### config.mk
export PLATFORM = sky130hd
export DESIGN_NAME = mem_port_arbiter
export DESIGN_NICKNAME = d
export VERILOG_FILES = /design/src/rtl/mem_port_arbiter.sv
export SDC_FILE = /design/constraint.sdc
export NUM_CORES = 1
export LEC_CHECK = 0
export CAP_MARGIN = 40
export CELL_PAD_IN_SITES_DETAIL_PLACEMENT = 0
export CELL_PAD_IN_SITES_GLOBAL_PLACEMENT = 1
export CORE_MARGIN = 4
export CORE_UTILIZATION = 30
export DETAILED_ROUTE_END_ITERATION = 8
export GPL_TIMING_DRIVEN = 0
export PLACE_DENSITY = 0.86
export SLEW_MARGIN = 20
export SYNTH_ARGS = -nofsm -noshare
export SYNTH_HDL_FRONTEND = slang
export SYNTH_SLANG_ARGS = --single-unit
### constraint.sdc
create_clock -name clk -period 7.8 [get_ports clk]
set_clock_uncertainty 0.1 [all_clocks]
set_input_delay 1.17 -clock clk [delete_from_list [all_inputs] [get_ports clk]]
set_output_delay 1.17 -clock clk [all_outputs]
set_load 0.05 [all_outputs]
### src/rtl/mem_port_arbiter.sv
// Shares one memory port between fetch and load/store; data wins unless fetch has waited MAX_DSTREAK grants.
// Latency: 2 + memory wait cycles (min 3 cycles per access); requesters see stall_* until their valid pulse.
// Optional ack timeout with sticky err is compiled in with MEMARB_TIMEOUT_EN.
module mem_port_arbiter #(
    parameter int AW          = 32,
    parameter int DW          = 32,
    parameter int MAX_DSTREAK = 4,
    parameter int TIMEOUT     = 255
) (
    input  logic              clk,
    input  logic              reset,
    input  logic              if_req,
    input  logic [AW-1:0]     if_addr,
    output logic [DW-1:0]     if_rdata,
    output logic              if_valid,
    input  logic              d_req,
    input  logic              d_we,
    input  logic [AW-1:0]     d_addr,
    input  logic [DW-1:0]     d_wdata,
    input  logic [DW/8-1:0]   d_be,
    output logic [DW-1:0]     d_rdata,
    output logic              d_valid,
    output logic              stall_f,
    output logic              stall_m,
    output logic              mem_req,
    output logic              mem_we,
    output logic [AW-1:0]     mem_addr,
    output logic [DW-1:0]     mem_wdata,
    output logic [DW/8-1:0]   mem_be,
    input  logic [DW-1:0]     mem_rdata,
    input  logic              mem_ack,
    output logic              err
);
    localparam int SW = $clog2(MAX_DSTREAK + 1);

    typedef enum logic [1:0] {IDLE, BUSY_I, BUSY_D, RESP} state_t;

    state_t           state_q;
    logic             mem_req_q;
    logic             mem_we_q;
    logic [AW-1:0]    mem_addr_q;
    logic [DW-1:0]    mem_wdata_q;
    logic [DW/8-1:0]  mem_be_q;
    logic [DW-1:0]    if_rdata_q;
    logic [DW-1:0]    d_rdata_q;
    logic             if_valid_q;
    logic             d_valid_q;
    logic [SW-1:0]    streak_q;
    logic             busy;
    logic             timeout_w;

    assign busy = (state_q == BUSY_I) || (state_q == BUSY_D);

`ifdef MEMARB_TIMEOUT_EN
    localparam int TW = $clog2(TIMEOUT + 1);
    logic [TW-1:0] wait_q;
    logic          err_q;

    // Fires on the TIMEOUT-th busy cycle; an ack in that same cycle still wins.
    assign timeout_w = busy && !mem_ack && (wait_q == TW'(TIMEOUT - 1));
    assign err       = err_q;

    always_ff @(posedge clk or posedge reset) begin
        if (reset) begin
            wait_q <= '0;
            err_q  <= 1'b0;
        end else begin
            wait_q <= busy ? wait_q + 1'b1 : '0;
            if (timeout_w)
                err_q <= 1'b1;
        end
    end
`else
    assign timeout_w = 1'b0;
    assign err       = 1'b0;
`endif

    always_ff @(posedge clk or posedge reset) begin
        if (reset) begin
            state_q     <= IDLE;
            mem_req_q   <= 1'b0;
            mem_we_q    <= 1'b0;
            mem_addr_q  <= '0;
            mem_wdata_q <= '0;
            mem_be_q    <= '0;
            if_rdata_q  <= '0;
            d_rdata_q   <= '0;
            if_valid_q  <= 1'b0;
            d_valid_q   <= 1'b0;
            streak_q    <= '0;
        end else begin
            if_valid_q <= 1'b0;
            d_valid_q  <= 1'b0;
            unique case (state_q)
                IDLE: begin
                    if (!if_req)
                        streak_q <= '0;
                    if (d_req && !(if_req && streak_q == SW'(MAX_DSTREAK))) begin
                        state_q     <= BUSY_D;
                        mem_req_q   <= 1'b1;
                        mem_we_q    <= d_we;
                        mem_addr_q  <= d_addr;
                        mem_wdata_q <= d_wdata;
                        mem_be_q    <= d_be;
                        // Below MAX here, since at MAX a waiting fetch takes the grant.
                        if (if_req)
                            streak_q <= streak_q + 1'b1;
                    end else if (if_req) begin
                        // Fetch is a plain full-word read.
                        state_q     <= BUSY_I;
                        mem_req_q   <= 1'b1;
                        mem_we_q    <= 1'b0;
                        mem_addr_q  <= if_addr;
                        mem_wdata_q <= '0;
                        mem_be_q    <= '1;
                        streak_q    <= '0;
                    end
                end
                BUSY_I, BUSY_D: begin
                    if (mem_ack || timeout_w) begin
                        state_q   <= RESP;
                        mem_req_q <= 1'b0;
                        if (state_q == BUSY_I) begin
                            if_rdata_q <= mem_ack ? mem_rdata : '0;
                            if_valid_q <= 1'b1;
                        end else begin
                            if (!mem_we_q || !mem_ack)
                                d_rdata_q <= mem_ack ? mem_rdata : '0;
                            d_valid_q <= 1'b1;
                        end
                    end
                end
                RESP:    state_q <= IDLE;
                default: state_q <= IDLE;
            endcase
        end
    end

    assign mem_req   = mem_req_q;
    assign mem_we    = mem_we_q;
    assign mem_addr  = mem_addr_q;
    assign mem_wdata = mem_wdata_q;
    assign mem_be    = mem_be_q;
    assign if_rdata  = if_rdata_q;
    assign d_rdata   = d_rdata_q;
    assign if_valid  = if_valid_q;
    assign d_valid   = d_valid_q;
    assign stall_f   = if_req & ~if_valid_q;
    assign stall_m   = d_req & ~d_valid_q;

endmodule

# ---- Word level (Yosys, flattened, before mapping)
# Cells that the tools add are included.
dict set report classes {
  addsub 1
  eq_ne 6
  mux 24
  bitwise 5
  reduce_logical 15
}
# operator count
set op_table {}
lappend op_table {{32-bit 2-to-1 mux} 4}
lappend op_table {{1-bit 2-to-1 mux} 11}
lappend op_table {{4-bit 2-to-1 mux} 2}
lappend op_table {{2-bit 2-to-1 mux} 3}
lappend op_table {{3-bit 2-to-1 mux} 2}
lappend op_table {{2-bit one-hot mux with 3 select lines} 1}
lappend op_table {{3-bit AND reduction} 2}
lappend op_table {{2-bit == test (second input constant)} 2}
lappend op_table {{2-bit AND reduction} 2}
lappend op_table {{4-bit AND reduction} 1}
lappend op_table {{2-bit nonzero test} 2}
lappend op_table {{3-bit by 1-bit adder with 3-bit output (second input constant)} 1}
lappend op_table {{3-bit == test (second input constant)} 1}
lappend op_table {{1-bit logical NOT} 3}
lappend op_table {{3-bit != test (second input constant)} 1}
lappend op_table {{1-bit inverter} 3}
lappend op_table {{1-bit bitwise AND} 2}
lappend op_table {{2-bit by 1-bit == test with 1-bit output (second input constant)} 1}
lappend op_table {{1-bit logical AND} 2}
lappend op_table {{2-bit logical NOT} 1}
lappend op_table {{2-bit != test (second input constant)} 1}
lappend op_table {{1-bit one-hot mux with 2 select lines} 1}
lappend op_table {{2-bit OR reduction} 1}
lappend op_table {{1-bit logical OR} 1}
dict set report word_totals {
  register_bits 141
  in_bits 138
  out_inout_bits 139
  word_cells 62
}

# ---- Longest topological paths before layout
# Gate-level depths: netlist of run 1.
dict set report depth {
  word_depth 6
  depth_mapped 8
  depth_no_buf 5
}

# ---- Least setup slack after synthesis of run 1
# OpenSTA, ideal clock, no wires.
dict set report synth_timing {
  kind {input-to-output}
  start {input d_req}
  end {output stall_m}
  arrival_time_ns 2.352
  required_ns 6.530
  path_slack_ns 4.178
  cell_stages 3
  path_buffers 2
  cell_sequence {buf_2 > clkbuf_1 > nor2b_1}
}
dict set report synth_between {
  elab_chain_cells 1
}
# element line_no
set synth_lines {}
lappend synth_lines {{start: declaration} 16} ;# input logic d_req,
lappend synth_lines {{1-bit bitwise AND} 149} ;# assign stall_m = d_req & ~d_valid_q;
lappend synth_lines {{end: declaration} 24} ;# output logic stall_m,
# No other way between the ends.

# ---- Final worst setup path of run 1
# Same ends and word-level chain as after synthesis.

==> results of run 1 <==
==> report_power, final <==
| group | internal, mW | switching, mW |
|---|---|---|
| combinational | 1.05 | 1.95 |
| sequential | 1.10 | 0.188 |
| clock | 0.487 | 0.343 |
| total | 2.64 | 2.48 |
==> cells by family (layout without fill, tap and decap cells) <==
group                      count (synthesis)  count (layout)  synth area share, %
DFF                                      141             141                57.95
other                                      1               1              0.06159
buffers and inverters                     51             358                4.459
and+or+nand+nor                          188             188                13.65
muxes                                     68              68                12.54
AOI/OAI and AO/OA                         78              78                10.11
adders and majority gates                  6               6                1.233
==> layout by cell type, fill, tap and decap left out, drive strengths merged <==
| cell | count |
|---|---|
| a21boi | 1 |
| a21oi | 5 |
| a31oi | 2 |
| and2 | 1 |
| buf | 27 |
| bufinv | 2 |
| clkbuf | 35 |
| clkdlybuf4s50 | 274 |
| clkinv | 4 |
| clkinvlp | 2 |
| conb | 1 |
| dfrtp | 141 |
| ha | 6 |
| inv | 14 |
| mux2 | 66 |
| mux2i | 2 |
| nand2 | 135 |
| nand3 | 2 |
| nand4 | 33 |
| nor2 | 12 |
| nor2b | 4 |
| nor3 | 1 |
| o211ai | 32 |
| o21a | 1 |
| o21ai | 34 |
| o22ai | 3 |
==> Yosys cell counts (all sizes together), types with 2 or more instances <==
master    n  share of area (%)
nand2   135                8.3
a31oi     2               0.21
clkbuf   17                1.0
ha        6                1.2
dfrtp   141                 58
o22ai     3               0.31
mux2i     2               0.33
buf      26                2.9
a21oi     5               0.41
nand3     2               0.37
nand4    33                3.4
mux2     66                 12
nor2     12               0.74
inv       8               0.49
o211ai   32                6.1
nor2b     4               0.41
o21ai    34                2.9
==> sequential cells by signal, summed over array words and instances (netlist names) <==
register and cells:
mem_be 4, mem_we 1, d_valid 1, streak_q 3, state_q 2, if_rdata 32, if_valid 1, d_rdata 32
mem_req 1, mem_addr 32, mem_wdata 32
==> worst max-delay path, delay by kind of cell <==
| kind | cells | cell delay, ns |
|---|---|---|
| buffers and inverters | 4 | 2.19 |
| AND/OR/NAND/NOR | 1 | 0.20 |
==> per-layer routing <==
metal  part of all wire, %  vias to the layer above  global-route usage, %
met1                    43                     2503                  21.23
met2                    49                      181                  27.67
met3                   7.0                       17                  4.455
met4                   1.3                        0                  5.169
li1                      -                     2433                      -
met5                     0                        -                      0
==> area by class of cell <==
cell class / instances / area share [%]
plain buffers: 43 / 2.466
clock buffers: 18 / 4.484
clock inverters: 14 / 1.610
inverters: 8 / 0.3832
multi-input cells: 341 / 23.36
flip-flops and latches: 141 / 36.02
well taps: 265 / 3.385
repair buffers: 275 / 28.28
==> per-stage QoR <==
step           setup WS [ns]  area, um2  std cells  total power, mW  hold WS, ns
3_3_place_gp          0.4655       9163       1072            4.297       0.3619
2_1_floorplan          2.749       6088        533            3.276       0.4306
5_1_grt                2.839       9794       1105            5.378       0.3950
3_5_place_dp           2.930       9198       1073            4.332       0.3691
4_1_cts                2.917       9794       1105            5.177       0.3836
6_report               2.971       9794       1105            5.118       0.3789
==> path summary, 6_finish.rpt <==
| path | from | endpoint | slack (ns) | cells past startpoint |
|---|---|---|---|---|
| worst max register to register | state_q[0] | d_rdata[23] | 5.75 | 6 |
| max in group asynchronous | reset | if_rdata[26] | 5.75 | 3 |
| worst min-delay path | mem_wdata[14] | mem_wdata[14] | 0.38 | 2 |
| min in group asynchronous | reset | mem_wdata[29] | 1.09 | 2 |
| worst max-delay path | d_req | stall_m | 2.97 | 5 |
| worst min register to register | mem_wdata[14] | mem_wdata[14] | 0.38 | 2 |
==> results.txt, run 1 <==
status: completed
DRT iter0 DRCs: 167
FF+latch area: 0.003528 mm2
Crit Path Max Fanout: 10
max cap viols: 0
Detail Route Antenna Nets: 0
synthesized area: 0.006088 mm2
Period minus WS final: 4.829 ns
Die X: 150.5 um
Num CTS Buffers: 17
Max VDD drop: 216.6 uV
Fillers: 1787
max incr delay on CP: 0.84 ns
largest net degree at the start of global routing: 85
Pleak: 4.092 nW
Critical-path top delay cell: clkdlybuf4s50_1
RSZ-0062 raised after global routing: no
clock tree buffer depth: 2
Row Count: 51
antenna violations before repair: 0
critical path class: input pin to output port
starting density of the core: 30.88%
cells along the critical path: clkdlybuf4s50_1, buf_2, clkbuf_1, nor2b_1, clkdlybuf4s50_1
detailed-route vias per instance: 4.646
Unique masters post-synth: 29
# H-tree levels: 4
Total Routed Length: 19140 um
io pins: 277
die area: 0.02264 mm2
core area: 0.01972 mm2
post-DP HPWL: 14230 um
multi-input logic area: 0.002288 mm2
normalized max-slew margin: 53.82%
total grt overflow: 0
final setup fails: 0
Pwr Density: 522.6 mW/mm2
CTS sink cnt: 141
Critical Path Sink Type: output port
CTS tree: built
DR pass1 iterations: 4
Slew @ Worst Pin: 0.6927 ns
Slew Limit Fails: 0
asr flop ratio synth: 100.0%
routed wire length per instance: 17.32 um
Hold Buf Count CTS: 0
Hold Path Class: flop to flop
Nets: 971
CTS root buf: clkbuf_16
number of buffers added on ports: 274
CTS resizes: 0
post-CTS setup buffer count: 0
Synth Register Bits: 141
Final GP Congestion: 0.7698
fraction of layout cells with a size suffix above 1: 18.21%
Post-Syn Nets: 677
Post-synth EDFFs: 0
crit path DAT: 3.56 ns
Main synth FF type: dfrtp_1
most used cell, CP: clkdlybuf4s50_1
number of diodes: 0
Fin. Hold Viols: 0
clk_lat worst skew: 0.40 ns
Data required, critical path: 6.53 ns
final core utilization: 49.67%
Syn Area/Cell: 11.42 um2
global-route wire length before repair: 29400 um
period utilisation layout: 61.91%
post-synthesis sequential area ratio: 57.95%
Area growth syn-to-layout: 60.87%
Tot GR Track Use: 16.66%
setup TNS: 0 ns
CTS clk-pin slew, worst paths: 0.06 ns
Die Height: 150.5 um
Worst setup SP type: input pin
fmax: 207.1 MHz
Vias: 5134
vias in the first global route: 5265
Cells after Synth: 533
# DRC: 0
number of synthesis warnings: 0
(Power assumes the default switching activity.)
==> run 2, diff against run 1 <==
Clock period 7.8 ns to 4.7 ns, I/O delays scaled along.
==> results of run 2 <==
The final DEF is identical to that of run 1. Status: completed.
Among the figures that moved: setup slack after placement 2.930 ns -> 0.7602 ns; setup slack after layout 2.971 ns -> 0.8012 ns; register-to-register setup slack 5.75 ns -> 2.65 ns; total power 5.118 mW -> 8.494 mW; worst IR drop on VDD 216.6 uV -> 359.5 uV
